<file path="config.mk">
export PLATFORM = sky130hd
export DESIGN_NAME = mem_access
export DESIGN_NICKNAME = d
export VERILOG_FILES = /design/src/rtl/mem_access_pkg.sv /design/src/rtl/mem_access_load_align.sv /design/src/rtl/mem_access.sv
export SDC_FILE = /design/constraint.sdc
export NUM_CORES = 1
export LEC_CHECK = 0
export ABC_AREA = 1
export BUFFER_PORTS_ARGS = -buffer_cell sky130_fd_sc_hd__buf_2
export CORE_MARGIN = 8
export CORE_UTILIZATION = 40
export DETAILED_ROUTE_END_ITERATION = 7
export PLACE_DENSITY_LB_ADDON = 0.15
export SLEW_MARGIN = 20
export SYNTH_ARGS = -nofsm -noshare
export SYNTH_HDL_FRONTEND = slang
export SYNTH_SLANG_ARGS = --single-unit
</file>
<file path="constraint.sdc">
create_clock -name clk -period 2.15 [get_ports clk]
set_input_delay 0 -clock clk [delete_from_list [all_inputs] [get_ports clk]]
set_output_delay 0 -clock clk [all_outputs]
set_load 0.005 [all_outputs]
</file>
<file path="src/rtl/mem_access_pkg.sv">
// -----------------------------------------------------------------------------
// mem_access_pkg
// Shared types and helpers for the load/store stage:
//   - mem_op_t     : operation class presented by the core
//   - mem_state_t  : load/store FSM states
//   - F3_*         : RISC-V funct3 encodings for loads and stores
//   - access_ok    : funct3/alignment legality check
//   - store_strb   : byte-enable lanes for a store
//   - store_wdata  : store data replicated into byte lanes
// -----------------------------------------------------------------------------
package mem_access_pkg;

  typedef enum logic [1:0] {
    MEM_NONE  = 2'd0,
    MEM_LOAD  = 2'd1,
    MEM_STORE = 2'd2
  } mem_op_t;

  typedef enum logic [1:0] {
    ST_IDLE      = 2'd0,
    ST_REQ       = 2'd1,
    ST_WAIT_RESP = 2'd2,
    ST_DONE      = 2'd3
  } mem_state_t;

  localparam logic [2:0] F3_LB  = 3'b000;
  localparam logic [2:0] F3_LH  = 3'b001;
  localparam logic [2:0] F3_LW  = 3'b010;
  localparam logic [2:0] F3_LBU = 3'b100;
  localparam logic [2:0] F3_LHU = 3'b101;
  localparam logic [2:0] F3_SB  = 3'b000;
  localparam logic [2:0] F3_SH  = 3'b001;
  localparam logic [2:0] F3_SW  = 3'b010;

  // Legal means a supported funct3 for the operation and a naturally aligned
  // address. Unsupported encodings are reported exactly like misalignment.
  function automatic logic access_ok(input logic       is_store,
                                     input logic [2:0] funct3,
                                     input logic [1:0] off);
    logic ok;
    ok = 1'b0;
    if (is_store) begin
      case (funct3)
        F3_SB:   ok = 1'b1;
        F3_SH:   ok = ~off[0];
        F3_SW:   ok = (off == 2'b00);
        default: ok = 1'b0;
      endcase
    end else begin
      case (funct3)
        F3_LB, F3_LBU: ok = 1'b1;
        F3_LH, F3_LHU: ok = ~off[0];
        F3_LW:         ok = (off == 2'b00);
        default:       ok = 1'b0;
      endcase
    end
    return ok;
  endfunction

  // Byte enables for a store; only called for legal stores.
  function automatic logic [3:0] store_strb(input logic [2:0] funct3,
                                            input logic [1:0] off);
    logic [3:0] s;
    s = 4'b0000;
    case (funct3)
      F3_SB:   s = 4'b0001 << off;
      F3_SH:   s = off[1] ? 4'b1100 : 4'b0011;
      F3_SW:   s = 4'b1111;
      default: s = 4'b0000;
    endcase
    return s;
  endfunction

  // Replicate the store operand so every enabled lane carries the right byte.
  function automatic logic [31:0] store_wdata(input logic [2:0]  funct3,
                                              input logic [31:0] data);
    logic [31:0] w;
    w = data;
    case (funct3)
      F3_SB:   w = {4{data[7:0]}};
      F3_SH:   w = {2{data[15:0]}};
      default: w = data;
    endcase
    return w;
  endfunction

endpackage

</file>
<file path="src/rtl/mem_access_load_align.sv">
// -----------------------------------------------------------------------------
// load_align
// Combinational load formatter: picks the addressed byte/half out of a raw
// 32-bit bus word, sign- or zero-extends it and produces the write-back mask.
// Ports:
//   raw    in  32  raw word from the data bus
//   offset in  2   address bits [1:0] of the access
//   funct3 in  3   load funct3 (LB, LH, LW, LBU, LHU)
//   data   out 32  extended load value
//   mask   out 32  write-back mask (FFFFFFFF, 0000FFFF or 000000FF)
// -----------------------------------------------------------------------------
module load_align
  import mem_access_pkg::*;
(
  input  logic [31:0] raw,
  input  logic [1:0]  offset,
  input  logic [2:0]  funct3,
  output logic [31:0] data,
  output logic [31:0] mask
);

  logic [7:0]  byte_sel;
  logic [15:0] half_sel;

  // Lane selection followed by extension according to funct3.
  always_comb begin
    byte_sel = 8'h00;
    half_sel = 16'h0000;
    data     = 32'h0000_0000;
    mask     = 32'h0000_0000;

    case (offset)
      2'b00:   byte_sel = raw[7:0];
      2'b01:   byte_sel = raw[15:8];
      2'b10:   byte_sel = raw[23:16];
      2'b11:   byte_sel = raw[31:24];
      default: byte_sel = 8'h00;
    endcase

    if (offset[1]) begin
      half_sel = raw[31:16];
    end else begin
      half_sel = raw[15:0];
    end

    case (funct3)
      F3_LB: begin
        data = {{24{byte_sel[7]}}, byte_sel};
        mask = 32'hFFFF_FFFF;
      end
      F3_LH: begin
        data = {{16{half_sel[15]}}, half_sel};
        mask = 32'hFFFF_FFFF;
      end
      F3_LW: begin
        data = raw;
        mask = 32'hFFFF_FFFF;
      end
      F3_LBU: begin
        data = {24'h00_0000, byte_sel};
        mask = 32'h0000_00FF;
      end
      F3_LHU: begin
        data = {16'h0000, half_sel};
        mask = 32'h0000_FFFF;
      end
      default: begin
        data = 32'h0000_0000;
        mask = 32'h0000_0000;
      end
    endcase
  end

endmodule

</file>
<file path="src/rtl/mem_access.sv">
// -----------------------------------------------------------------------------
// mem_access
// Load/store stage between execute and write-back. Issues one valid/ready
// request per access to data memory, waits for the load response (bounded by
// TIMEOUT_CYCLES) and hands write-back an aligned, extended value plus mask.
// Ports:
//   clk, rst_n        clock, asynchronous active-low reset
//   mem_op            MEM_NONE / MEM_LOAD / MEM_STORE (mem_op_t encoding)
//   mem_funct3        RISC-V load/store funct3
//   addr, store_data  effective address and rs2 value from execute
//   dreq_*            request channel (valid/ready, word address, we, lanes)
//   dresp_valid/data  load response channel
//   read_data/valid   extended load value and its 1-cycle strobe
//   wb_mask           write-back mask matching read_data
//   mem_busy          stall request while an access is outstanding
//   misaligned        1-cycle strobe: misaligned or unsupported access
//   bus_error         1-cycle strobe: load response timed out
// -----------------------------------------------------------------------------
module mem_access
  import mem_access_pkg::*;
#(
  parameter int TIMEOUT_CYCLES = 64,
  parameter int ADDR_WIDTH     = 32
) (
  input  logic                  clk,
  input  logic                  rst_n,
  input  logic [1:0]            mem_op,
  input  logic [2:0]            mem_funct3,
  input  logic [31:0]           addr,
  input  logic [31:0]           store_data,
  output logic                  dreq_valid,
  input  logic                  dreq_ready,
  output logic [ADDR_WIDTH-1:0] dreq_addr,
  output logic                  dreq_we,
  output logic [31:0]           dreq_wdata,
  output logic [3:0]            dreq_strb,
  input  logic                  dresp_valid,
  input  logic [31:0]           dresp_data,
  output logic [31:0]           read_data,
  output logic                  read_valid,
  output logic [31:0]           wb_mask,
  output logic                  mem_busy,
  output logic                  misaligned,
  output logic                  bus_error
);

  localparam int CNT_W = (TIMEOUT_CYCLES > 2) ? $clog2(TIMEOUT_CYCLES) : 1;
  localparam logic [CNT_W-1:0] CNT_LAST = CNT_W'(TIMEOUT_CYCLES - 1);

  mem_state_t       state;
  logic [CNT_W-1:0] cnt;
  logic             is_load;
  logic [1:0]       off_r;
  logic [2:0]       f3_r;
  // Set while the presented op is illegal so a held bad instruction
  // reports misaligned once rather than every cycle.
  logic             exc_hold;

  logic             op_active;
  logic             op_store;
  logic             op_ok;
  logic             start;
  logic [31:0]      align_data;
  logic [31:0]      align_mask;

  // Decode the presented operation and decide whether IDLE may launch it.
  always_comb begin
    op_active = (mem_op == MEM_LOAD) || (mem_op == MEM_STORE);
    op_store  = (mem_op == MEM_STORE);
    op_ok     = access_ok(op_store, mem_funct3, addr[1:0]);
    if (state == ST_IDLE) begin
      start = op_active & op_ok;
    end else begin
      start = 1'b0;
    end
  end

  // Stall is combinational in IDLE so fetch holds in the very cycle a
  // legal access is first presented; otherwise it follows the state.
  always_comb begin
    if (!rst_n) begin
      mem_busy = 1'b0;
    end else if ((state == ST_REQ) || (state == ST_WAIT_RESP)) begin
      mem_busy = 1'b1;
    end else begin
      mem_busy = start;
    end
  end

  // Offset and funct3 are captured at REQ entry, so the response is
  // formatted for the access that was issued, not what the core shows now.
  load_align u_load_align (
    .raw    (dresp_data),
    .offset (off_r),
    .funct3 (f3_r),
    .data   (align_data),
    .mask   (align_mask)
  );

  // Load/store FSM with timeout counter and registered outputs.
  always_ff @(posedge clk or negedge rst_n) begin
    if (!rst_n) begin
      state      <= ST_IDLE;
      cnt        <= {CNT_W{1'b0}};
      is_load    <= 1'b0;
      off_r      <= 2'b00;
      f3_r       <= 3'b000;
      exc_hold   <= 1'b0;
      dreq_valid <= 1'b0;
      dreq_addr  <= {ADDR_WIDTH{1'b0}};
      dreq_we    <= 1'b0;
      dreq_wdata <= 32'h0000_0000;
      dreq_strb  <= 4'b0000;
      read_data  <= 32'h0000_0000;
      read_valid <= 1'b0;
      wb_mask    <= 32'h0000_0000;
      misaligned <= 1'b0;
      bus_error  <= 1'b0;
    end else begin
      read_valid <= 1'b0;
      misaligned <= 1'b0;
      bus_error  <= 1'b0;

      case (state)
        ST_IDLE: begin
          exc_hold <= op_active & ~op_ok;
          if (start) begin
            state      <= ST_REQ;
            dreq_valid <= 1'b1;
            dreq_addr  <= {addr[ADDR_WIDTH-1:2], 2'b00};
            dreq_we    <= op_store;
            dreq_wdata <= op_store ? store_wdata(mem_funct3, store_data) : 32'h0000_0000;
            dreq_strb  <= op_store ? store_strb(mem_funct3, addr[1:0]) : 4'b1111;
            is_load    <= ~op_store;
            off_r      <= addr[1:0];
            f3_r       <= mem_funct3;
          end else if (op_active && !op_ok && !exc_hold) begin
            misaligned <= 1'b1;
          end
        end

        ST_REQ: begin
          if (dreq_ready) begin
            dreq_valid <= 1'b0;
            cnt        <= {CNT_W{1'b0}};
            state      <= is_load ? ST_WAIT_RESP : ST_DONE;
          end
        end

        ST_WAIT_RESP: begin
          cnt <= cnt + CNT_W'(1);
          // A response in the timeout cycle still wins over the error.
          if (dresp_valid) begin
            read_data  <= align_data;
            wb_mask    <= align_mask;
            read_valid <= 1'b1;
            state      <= ST_DONE;
          end else if (cnt == CNT_LAST) begin
            read_data  <= 32'h0000_0000;
            wb_mask    <= align_mask;
            read_valid <= 1'b1;
            bus_error  <= 1'b1;
            state      <= ST_DONE;
          end
        end

        ST_DONE: begin
          // The core advances its PC here; the next op is sampled in IDLE.
          state <= ST_IDLE;
        end

        default: begin
          state      <= ST_IDLE;
          dreq_valid <= 1'b0;
        end
      endcase
    end
  end

endmodule
</file>
Word level (Yosys, flattened, before mapping)
Cells that the tools add are included.
{"block": "totals", "reg_bits": 150, "output_inout_bits": 138}
{"block": "classes", "add_sub_neg": 1, "n_eq_ne": 20, "shift": 1, "mux": 38, "n_bitwise": 5, "n_reduce_logical": 22}
{"op": "2-to-1 mux 32 bit", "n": 5}
{"op": "case mux 32 bit (5 select lines)", "n": 1}
{"op": "case mux 32 bit (3 select lines)", "n": 1}
{"op": "case mux 32 bit (2 select lines)", "n": 1}
{"op": "case mux 8 bit (4 select lines)", "n": 1}
{"op": "2-to-1 mux 16 bit", "n": 1}
{"op": "2-to-1 mux 1 bit", "n": 15}
{"op": "equality test 3 bit (second input constant)", "n": 4}
{"op": "case mux 4 bit (3 select lines)", "n": 1}
{"op": "case mux 6 bit (2 select lines)", "n": 1}
{"op": "equality test 2 bit (second input constant)", "n": 5}
{"op": "2-to-1 mux 2 bit", "n": 4}
{"op": "2-to-1 mux 4 bit", "n": 2}
{"op": "case mux 2 bit (4 select lines)", "n": 1}
{"op": "adder 6 x 1 -> 6 bit (second input constant)", "n": 1}
{"op": "equality test 2 x 1 -> 1 bit (second input constant)", "n": 3}
{"op": "equality test 3 x 1 -> 1 bit (second input constant)", "n": 2}
{"op": "equality test 3 x 2 -> 1 bit (second input constant)", "n": 2}
{"op": "equality test 6 bit (second input constant)", "n": 1}
{"op": "zero test 2 bit", "n": 3}
{"op": "zero test 3 bit", "n": 2}
{"op": "2-to-1 mux 6 bit", "n": 1}
{"op": "case mux 1 bit (3 select lines)", "n": 2}
{"op": "AND reduction 2 bit", "n": 3}
{"op": "other kinds (13)", "n": 24}

Logic depth before layout (Yosys ltp)
Gate-level depths: netlist of the first run.
{"block": "logic_depth", "depth_word": 10, "mapped_depth": 11, "depth_no_buf": 11}

Hierarchy
Synthesis of the first run repeated with hierarchy kept, for this count alone.
{"block": "unflattened", "hier_cells": 1045, "hier_area_um2": 7818.7}
{"mod": "mem_access", "instances": 1, "cells_each": 761, "area_each_um2": 6453.7}
{"mod": "load_align", "instances": 1, "cells_each": 284, "area_each_um2": 1365.1}

Least setup slack after synthesis of the first run
OpenSTA, ideal clock, no wires.
{"block": "synth_timing", "path_type": "flip-flop to flip-flop", "from": "register state[0]", "to": "register dreq_addr[17]", "arrival_ns": 1.387, "setup_slack_ns": 0.647, "path_stages_with_launch": 10, "path_cell_list": "dfrtp_1 -> inv_1 -> ha_1 -> inv_1 -> nor2_1 -> nand2_4 -> buf_6 -> buf_6 -> nand2_1 -> nand2_1"}
{"block": "synth_via", "elab_chain_len": 3}
{"element": "start, declared", "line": "mem_access.sv:50", "source": "mem_state_t state;"}
{"element": "start signal, assigned", "line": "mem_access.sv:146", "source": "state <= is_load ? ST_WAIT_RESP : ST_DONE;"}
{"element": "zero test 2 bit *", "line": "mem_access.sv:71, mem_access.sv:124"}
{"element": "2-to-1 mux 1 bit", "line": "mem_access.sv:71", "source": "if (state == ST_IDLE) begin"}
{"element": "AND reduction 2 bit (no line) *"}
{"element": "end signal, assigned", "line": "mem_access.sv:110", "source": "dreq_addr <= {ADDR_WIDTH{1'b0}};"}
{"element": "end signal, assigned", "line": "mem_access.sv:130", "source": "dreq_addr <= {addr[ADDR_WIDTH-1:2], 2'b00};"}
{"element": "end, declared", "line": "mem_access.sv:33", "source": "output logic [ADDR_WIDTH-1:0] dreq_addr,"}
Every way passes the cells marked *; elsewhere a longest branch is shown, timed or not.
A chain may end at the register's enable or synchronous reset.

Worst setup path after layout of the first run
{"block": "layout_timing", "from": "input port mem_funct3[2]", "to": "register dreq_wdata[29]"}
{"block": "layout_via", "elab_chain_len": 7, "word_cells_on_any_way": 15, "cone_classes": "eq/ne: 4; mux: 6; bitwise: 1; reduce/logical: 4"}
{"element": "start, declared", "line": "mem_access.sv:28", "source": "input logic [2:0] mem_funct3,"}
{"element": "equality test 3 x 1 -> 1 bit (tied with other cells)", "line": "mem_access_pkg.sv:43, mem_access_pkg.sv:50, mem_access_pkg.sv:79"}
{"element": "OR reduction 2 bit", "line": "mem_access_pkg.sv:50", "source": "case (funct3)"}
{"element": "case mux 1 bit (3 select lines)", "line": "mem_access_pkg.sv:50"}
{"element": "2-to-1 mux 1 bit", "line": "mem_access_pkg.sv:42", "source": "if (is_store) begin"}
{"element": "AND 1 bit", "line": "mem_access.sv:72", "source": "start = op_active & op_ok;"}
{"element": "2-to-1 mux 1 bit", "line": "mem_access.sv:71"}
{"element": "AND reduction 2 bit (no line)"}
{"element": "end signal, assigned", "line": "mem_access.sv:132", "source": "dreq_wdata <= op_store ? store_wdata(mem_funct3, store_data) : 32'h0000_0000;"}
{"element": "end, declared", "line": "mem_access.sv:35", "source": "output logic [31:0] dreq_wdata,"}
Parallel ways exist; a longest one is shown, timed or not.

==> results.ini, run 1 <==
[logic_synthesis]
post_synthesis_cells=822
multiplexer_fraction_of_the_synthesized_cell_area_pct=0
post_synth.cell_area_avg_um2=7.51
synth-simple-area-share_pct=34.8
synth_fa_ha_area_share_pct=1.01
synth-seq-area-share_pct=49.0
yosys.area.top_type=dfrtp_1
post_synth_instance_area_um2=6180
yosys.area_share.xor_xnor_pct=0
synth-compound-area-share_pct=5.27
yosys_warnings=0
synth_top_family_by_area=simple AND/OR/NAND/NOR gates
postSynthRegisterBits=121
leading_cell_types_by_total_area_after_synthesis=dfrtp_1 49%, nand2_1 25%, buf_4 4.6%, nor2_1 3.9%, nand3_1 3.0%
synthDominantCellAreaShare_pct=49.0
synth.distinct_cells=31

[timing]
final-setup-viol-count=0
fin_worst_hold_slack_ns=0.0593
hold_viol=0
time_the_final_worst_path_needs_with_i_o_delays_and_setup_ns=2.05
setup_tns_ns=0
maxSlewHeadroom_pct=65.3
fin_worst_skew_ns=0.00461
slew_viol_final=0
timing_worst_slew_pin_value_ns=0.520
grt_setup_unrepaired=false
layout_setup_ws_ns=0.103
post-route-period-util_pct=95.2
max_freq_mhz=488

[floorplanning]
row_count=45
design.core.area_um2=15100
die_area_um2=19700
chip_height_um=140
io_pins=243
starting_density_pct=40.8
die_width_um=140

[outcome]
status=complete, no violations

[placed_design]
dp_hpwl_mm=13.5
dpl_worst_slack_ns=0.362
gp_congestion=0.826
io_buffers=240

[clock_tree]
cts_post_setup_buffers_inserted=0
tritoncts_clock_tree=done
cts.sink_count=121
clk_latency_ns=0.41
cts_buffers=17
cts.clk_slew.worst_paths_ns=0.06
cts.path.max_buffers=2
clock-root-buffer=clkbuf_16
cts_max_level=4

[setup_path]
critical_path_arrival_ns=2.35
setup.worst_path.start_class=input port
critPathCaptureType=register
worst_r2r_startpoint=state[0]
timing_worst_setup_path_type=in -> reg
crit_path_start=mem_funct3[2]
critPathMaxFanout=8
crit_required_ns=2.45
r2r_setup_slack_ns=0.39
worst_r2r_path_depth=8

[layout]
fin_util_pct=59.2
drive_above_1_share_pct=26.6
num-nets-final=1244
areaGrowthSynthToFinish_pct=45.2

[hold_path]
min-delay-start=mem_op[1]
whs_path_depth=5
hold_path_class=in -> reg

[power_and_ir_drop]
power_density_nw_per_um2=1220
irDropWorstVdd_uv=571
post-layout-total-power_w=0.0110
static-leakage-power_nw=5.15

[routing]
drt_initial_violations=487
drtPass1Iterations=4
detail-route-antenna-nets=0
num_vias=6367
post_drt_via_cell_ratio=4.76
avgRoutedWirePerCell_um=14.8
routed_wl_mm=19.8
remaining_drc_errors=0

[job]
cap_viol_max_count=0

[global_route]
global_route_wire_length_before_repair_mm=32.5
global_route.overflow_total=0
antenna_violations_before_repair=1
grtUsageTotal_pct=20.4
maximum_number_of_pins_on_one_net_before_global_route_repair=47
grt_pass1_vias=6470

==> worst paths after layout <==
path                                  end
max                        dreq_wdata[29]
min reg2reg                    misaligned
min                            misaligned
max in group asynchronous    read_data[5]
max reg2reg                dreq_wdata[11]
min in group asynchronous        state[0]
==> synthesized netlist by cell type, drive strengths merged <==
library cell	instances
a21oi	9
buf	63
clkbuf	1
conb	1
dfrtp	121
ha	5
inv	41
nand2	420
nand3	40
nand4	3
nor2	68
nor3	5
o211ai	12
o21a	1
o21ai	24
o22ai	8
==> area by class of cell <==
type                    count  area, um^2
fillers                  1355        6170
flip-flops and latches    121        3030
multi-input cells         597        2550
repair buffers            356        2350
clock buffers              20         467
well taps                 188         235
clock inverters            12         171
inverters                  41         161
diodes                      2        5.00
==> layout by cell type, fill, tap and decap left out, drive strengths merged <==
master,instances
nand3,40
nor3,5
dlygate4sd3,105
nand2,420
buf,251
diode,2
nor2,68
clkinv,5
bufinv,4
dfrtp,121
conb,2
clkinvlp,3
o211ai,12
o21a,1
nand4,3
inv,41
o22ai,8
a21oi,9
o21ai,24
ha,5
clkbuf,20
==> metrics by stage <==
step / cell area [um^2] / cells
floorplan: 6180 / 823
global placement: 7270 / 1198
detailed placement: 7270 / 1198
CTS: 8960 / 1335
global route: 8970 / 1336
finish: 8970 / 1337
==> report_power, final <==
| part | switching (W) | internal [W] | leakage [nW] |
|---|---|---|---|
| clock network | 0.00104 | 0.00202 | 0.308 |
| registers | 0.000592 | 0.00317 | 1.58 |
| logic | 0.00235 | 0.00179 | 3.26 |
==> per-layer routing <==
layer / track usage, % / up-vias / routed length [um]
met4: 10.5 / 0 / 654
met5: 0 / - / 0
li1: - / 3141 / -
met3: 7.03 / 49 / 1730
met2: 31.5 / 268 / 9040
met1: 24.9 / 2909 / 8420
==> critical path, cell delays in order <==
cell           delay (ns)
dlygate4sd3_1        0.56
buf_2                0.17
nor3_1               0.32
inv_1                0.25
o22ai_1              0.27
nor2_1               0.10
dlygate4sd3_1        0.57
nand2_1              0.06
nand2_1              0.05
==> flip-flops by register name, summed over array words and instances, names as in the netlist <==
signal	cells
dreq_strb	4
misaligned	1
state	2
dreq_addr	30
exc_hold	1
cnt	6
read_valid	1
is_load	1
f3_r	3
bus_error	1
wb_mask	3
dreq_valid	1
read_data	32
off_r	2
dreq_we	1
dreq_wdata	32
==> timing repair <==
| action | 4_1_cts | 5_1_grt |
|---|---|---|
| pin swaps | 0 | 0 |
| endpoints found under the setup margin | 1 | 1 |
| hold endpoints to repair | 145 | 0 |
| hold buffers | 105 | 0 |
| gates cloned | 0 | 0 |
| resized for setup | 1 | 2 |
==> cells by family after synthesis <==
family	Yosys count
and+or+nand+nor	536
buffers and inverters	105
DFF	121
adders and majority gates	5
other	1
AOI/OAI and AO/OA	54
No activity file was read; power rests on OpenSTA's default activity.
==> run 2: changes to the inputs <==
PLACE_DENSITY = 0.73   (was not set)
PLACE_DENSITY_LB_ADDON = not set   (was 0.15)
==> results.ini, run 2 (synthesized netlist as in run 1, its figures left out) <==
[hold_path]
hold_path_class=in -> async

[layout]
diodes=0  ; -2
drive_above_1_share_pct=26.4  ; -0.19 points
layout_common_cells=418 x nand2_1, 239 x buf_2, 121 x dfrtp_1
areaGrowthSynthToFinish_pct=43.7
num-nets-final=1241  ; -0.24%
finalInstanceArea_um2=8880  ; -1.0%
reg.largest.list=dreq_wdata (32), read_data (32), dreq_addr (30)
final_common_cell=nand2_1
number_of_inserted_filler_cells_in_the_final_layout=1269  ; -6.3%
fin_util_pct=58.6  ; -0.61 points

[setup_path]
critical_path_arrival_ns=2.33  ; -0.02 ns
r2r_setup_slack_ns=0.36  ; -0.03 ns
crit_required_ns=2.45  ; about the same
timing_worst_setup_path_type=in -> reg
worst_r2r_path_depth=8  ; unchanged
critPathCaptureType=register
crit_path_start=mem_funct3[0]
setup.worst_path.start_class=input port
critPathMaxFanout=8  ; unchanged
timing.rr.end=dreq_addr[20]
worst_r2r_startpoint=state[0]

[timing]
post-route-period-util_pct=94.3  ; -0.89 points
time_the_final_worst_path_needs_with_i_o_delays_and_setup_ns=2.03  ; -0.0191 ns
fin_worst_skew_ns=0.0154  ; +0.0108 ns
final-setup-viol-count=0  ; unchanged
slew_viol_final=0  ; unchanged
grt_setup_unrepaired=false
hold_viol=0  ; unchanged
setup_tns_ns=0  ; unchanged
fin_worst_hold_slack_ns=0.0724  ; +0.0131 ns
max_freq_mhz=493  ; +0.94%

[placed_design]
placedInstanceArea_um2=7270  ; about the same
io_buffers=240  ; unchanged
dp_hpwl_mm=14.0  ; +4.1%
gp_congestion=0.883  ; +6.9%

[clock_tree]
tritoncts_clock_tree=done
clock-root-buffer=clkbuf_16
cts.path.max_buffers=2  ; unchanged
cts.clk_slew.worst_paths_ns=0.06  ; about the same
cts_buffers=17  ; unchanged
clk_latency_ns=0.42  ; about the same
cts_max_level=4  ; unchanged
cts.sink_count=121  ; unchanged

[floorplanning]
starting_density_pct=40.8  ; unchanged
chip_height_um=140  ; unchanged
die_area_um2=19700  ; unchanged
design.core.area_um2=15100  ; unchanged
die_width_um=140  ; unchanged
row_count=45  ; unchanged
io_pins=243  ; unchanged

[routing]
num_vias=6486  ; +1.9%
detail-route-antenna-nets=0  ; unchanged
post_drt_via_cell_ratio=4.87  ; +2.3%
wl_met3_mm=2.16  ; +25%
drt-met1-wl_mm=8.41  ; about the same
dr_wl_met2_mm=9.87  ; +9.2%
routed_wl_mm=20.8  ; +5.0%
avgRoutedWirePerCell_um=15.6  ; +5.3%
drtPass1Iterations=5  ; +1
highest_layer=met4
remaining_drc_errors=0  ; unchanged
drt_initial_violations=446  ; -8.4%

[power_and_ir_drop]
power_density_nw_per_um2=1200  ; -1.6%
irDropWorstVdd_uv=627  ; +9.8%
static-leakage-power_nw=5.11  ; -0.74%
post-layout-total-power_w=0.0107  ; -2.6%

[outcome]
status=complete, no violations

[global_route]
global_route.overflow_total=0  ; unchanged
global_route_wire_length_before_repair_mm=34.0  ; +4.6%
maximum_number_of_pins_on_one_net_before_global_route_repair=52  ; +11%
grtUsageTotal_pct=21.4  ; +0.97 points
grt_pass1_vias=6687  ; +3.4%
antenna_violations_before_repair=0  ; -1

[job]
cap_viol_max_count=0  ; unchanged

[run 2: layer usage]
layer / global-route usage [%] / up-vias
met5: 0 / -
met4: 6.63 / 0
met3: 8.26 / 30
met2: 35.2 / 366
met1: 25.3 / 2944
li1: - / 3146
[run 2: worst max path at each step]
| stage | to | slack [ns] | cells past startpoint |
|---|---|---|---|
| after floorplan | dreq_addr[17] | 0.65 | 9 |
| after global placement | off_r[1] | 0.47 | 7 |
| after detailed placement | off_r[0] | 0.41 | 8 |
| after CTS | mem_busy | 0.06 | 8 |
| after global routing | dreq_wdata[26] | 0.01 | 10 |
| final | dreq_wdata[26] | 0.12 | 10 |
[run 2: stage by stage]
stage               cells  setup slack (ns)
finish               1332             0.122
global route         1332            0.0132
CTS                  1332            0.0599
detailed placement   1197             0.412
global placement     1197             0.470
floorplan             823             0.647
[run 2: power breakdown]
part / switching (W) / internal [W]
clock network: 0.00101 / 0.00173
registers: 0.000641 / 0.00317
logic: 0.00235 / 0.00178
[run 2: critical path, cell delays in order]
cell and delay (ns):
dlygate4sd3_1 0.54, buf_2 0.12, inv_1 0.08, nor3_1 0.33, inv_1 0.27, o22ai_1 0.25, nor2_1 0.07, dlygate4sd3_1 0.57
nand2_1 0.07, nand2_1 0.05
[run 2: timing repair]
item                                   4_1_cts  5_1_grt
setup endpoints to repair                    1        1
endpoints found under the hold margin      192        0
buffers inserted                             0        0
gates resized for setup                      1        2
pin swaps                                    0        0
hold buffers                               103        0
[run 2: area by class of cell]
type	count	area (um^2)	area share, %
sequential	121	3030	34.1
clock buffer	20	447	5.03
multi-input combinational	597	2550	28.7
timing repair buffer	353	2330	26.3
tap	188	235	2.65
clock inverter	12	125	1.41
inverter	41	161	1.82
==> run 3: changes to the inputs <==
RECOVER_POWER = 25   (was not set)
==> results.ini, run 3 (synthesized netlist as in run 1, its figures left out) <==
[timing]
maxSlewHeadroom_pct=14.8
final-setup-viol-count=0  ; unchanged
grt_setup_unrepaired=false
timing_worst_slew_pin_value_ns=1.28
setup_tns_ns=0  ; unchanged
hold_viol=0  ; unchanged
slew_viol_final=0  ; unchanged
max_freq_mhz=495  ; +0.32%
time_the_final_worst_path_needs_with_i_o_delays_and_setup_ns=2.02  ; -0.00646 ns
post-route-period-util_pct=94.0  ; -0.30 points
fin_worst_skew_ns=0.0146  ; -0.000785 ns
layout_setup_ws_ns=0.128  ; +0.00646 ns
fin_worst_hold_slack_ns=0.0651  ; -0.00734 ns

[clock_tree]
clk_latency_ns=0.42  ; about the same
cts.path.max_buffers=2  ; unchanged
clock-root-buffer=clkbuf_16
tritoncts_clock_tree=done
cts_buffers=17  ; unchanged
cts.sink_count=121  ; unchanged
cts_max_level=4  ; unchanged
cts.clk_slew.worst_paths_ns=0.06  ; about the same

[setup_path]
path_cells=dlygate4sd3_1 > buf_2 > inv_1 > nor3_1 > inv_1 > o22ai_1 > nor2_1 > dlygate4sd3_1 > nand2_1 > nand2_1
critical-path-max-stage-delay_ns=0.56  ; about the same
crit_family=buffers and inverters
critical_path_arrival_ns=2.32  ; about the same
setup.worst_path.start_class=input port
crit_path_top_delay_cell=dlygate4sd3_1
crit_required_ns=2.45  ; about the same
worst_r2r_startpoint=state[0]
r2r_setup_slack_ns=0.36  ; about the same
critPathMaxFanout=8  ; unchanged
timing.rr.end=dreq_addr[20]
critPathCaptureType=register
crit_path_start=mem_funct3[0]
worst_r2r_path_depth=8  ; unchanged
timing_worst_setup_path_type=in -> reg
critPathBufInv=5  ; unchanged

[routing]
drt_initial_violations=418  ; -6.3%
detail-route-antenna-nets=0  ; unchanged
remaining_drc_errors=0  ; unchanged
num_vias=6456  ; -0.46%
routed_wl_mm=20.8  ; -0.24%
post_drt_via_cell_ratio=4.85  ; -0.46%
avgRoutedWirePerCell_um=15.6  ; -0.24%
drtPass1Iterations=5  ; unchanged

[layout]
reg.largest.list=dreq_wdata (32), read_data (32), dreq_addr (30)
num-nets-final=1241  ; unchanged
drive_above_1_share_pct=26.1  ; -0.26 points
instances_no_fill=1332  ; unchanged
layout_common_cells=418 x nand2_1, 237 x buf_2, 121 x dfrtp_1
diodes=0  ; unchanged
number_of_inserted_filler_cells_in_the_final_layout=1273  ; +0.32%
areaGrowthSynthToFinish_pct=43.4
final_common_cell=nand2_1

[job]
cap_viol_max_count=0  ; unchanged

[placed_design]
gp_congestion=0.883  ; unchanged
dpl_worst_slack_ns=0.412  ; unchanged
dp_hpwl_mm=14.0  ; unchanged
placed_cells=1197  ; unchanged
io_buffers=240  ; unchanged

[hold_path]
hold_path_class=in -> async

[floorplanning]
chip_height_um=140  ; unchanged
design.core.area_um2=15100  ; unchanged
die_width_um=140  ; unchanged
starting_density_pct=40.8  ; unchanged
row_count=45  ; unchanged
die_area_um2=19700  ; unchanged
io_pins=243  ; unchanged

[global_route]
global_route.usage.met3_pct=8.26  ; unchanged
grt_pass1_vias=6687  ; unchanged
maximum_number_of_pins_on_one_net_before_global_route_repair=52  ; unchanged
groute.layer.met1.usage_pct=25.3  ; unchanged
grtUsageTotal_pct=21.4  ; unchanged
antenna_violations_before_repair=0  ; unchanged
global_route_wire_length_before_repair_mm=34.0  ; unchanged
grtUsageMet2_pct=35.2  ; unchanged
global_route.overflow_total=0  ; unchanged
grt.busiest_layer=met2

[power_and_ir_drop]
power_density_nw_per_um2=1210  ; +0.16%
static-leakage-power_nw=5.09  ; -0.34%
irDropWorstVdd_uv=626  ; -0.15%
post-layout-total-power_w=0.0107  ; about the same

[outcome]
status=complete, no violations

[run 3: stage by stage]
| stage | utilization, % | instance area, um^2 |
|---|---|---|
| 2_1_floorplan | - | 6180 |
| 3_3_place_gp | 48.0 | 7270 |
| 3_5_place_dp | 48.0 | 7270 |
| 4_1_cts | 58.6 | 8870 |
| 5_1_grt | 58.5 | 8860 |
| 6_report | 58.5 | 8860 |
[run 3: final cells by class]
class | count | area (um^2) | share of cell area (%)
Sequential cell | 121 | 3030 | 34.2
Multi-Input combinational cell | 597 | 2550 | 28.8
Timing Repair Buffer | 353 | 2310 | 26.1
Clock buffer | 20 | 447 | 5.04
Tap cell | 188 | 235 | 2.66
Inverter | 41 | 161 | 1.82
Clock inverter | 12 | 125 | 1.41
[run 3: where the power goes]
| part | internal [W] | switching, W | total, W |
|---|---|---|---|
| sequential | 0.00317 | 0.000643 | 0.00381 |
| clock | 0.00173 | 0.00101 | 0.00274 |
| combinational | 0.00178 | 0.00235 | 0.00413 |
[run 3: how the worst max path moves through the flow]
stage	cells past startpoint	endpoint
finish	10	dreq_wdata[26]
CTS	8	mem_busy
global route	10	dreq_wdata[26]
global placement	7	off_r[1]
floorplan	9	dreq_addr[17]
detailed placement	8	off_r[0]
[run 3: worst reg2reg max path, cell delays in order, from the launching register on]
cell	delay, ns
dfrtp_1	0.40
inv_1	0.08
ha_1	0.21
inv_1	0.14
nor2_2	0.07
nand2_4	0.14
buf_4	0.45
nand2_1	0.13
nand2_1	0.11
[run 3: repair_timing]
item,CTS,global route
buffers inserted,0,0
resized for setup,1,2
hold endpoints to repair,192,0
hold buffers,103,0
setup endpoints to repair,1,1
cloned,0,0
[run 3: metal layers]
layer  vias up  share of wire [%]
met5         -                  0
li1       3146                  -
met1      2927                 40
met2       348                 48
met3        35                 10
met4         0                1.9
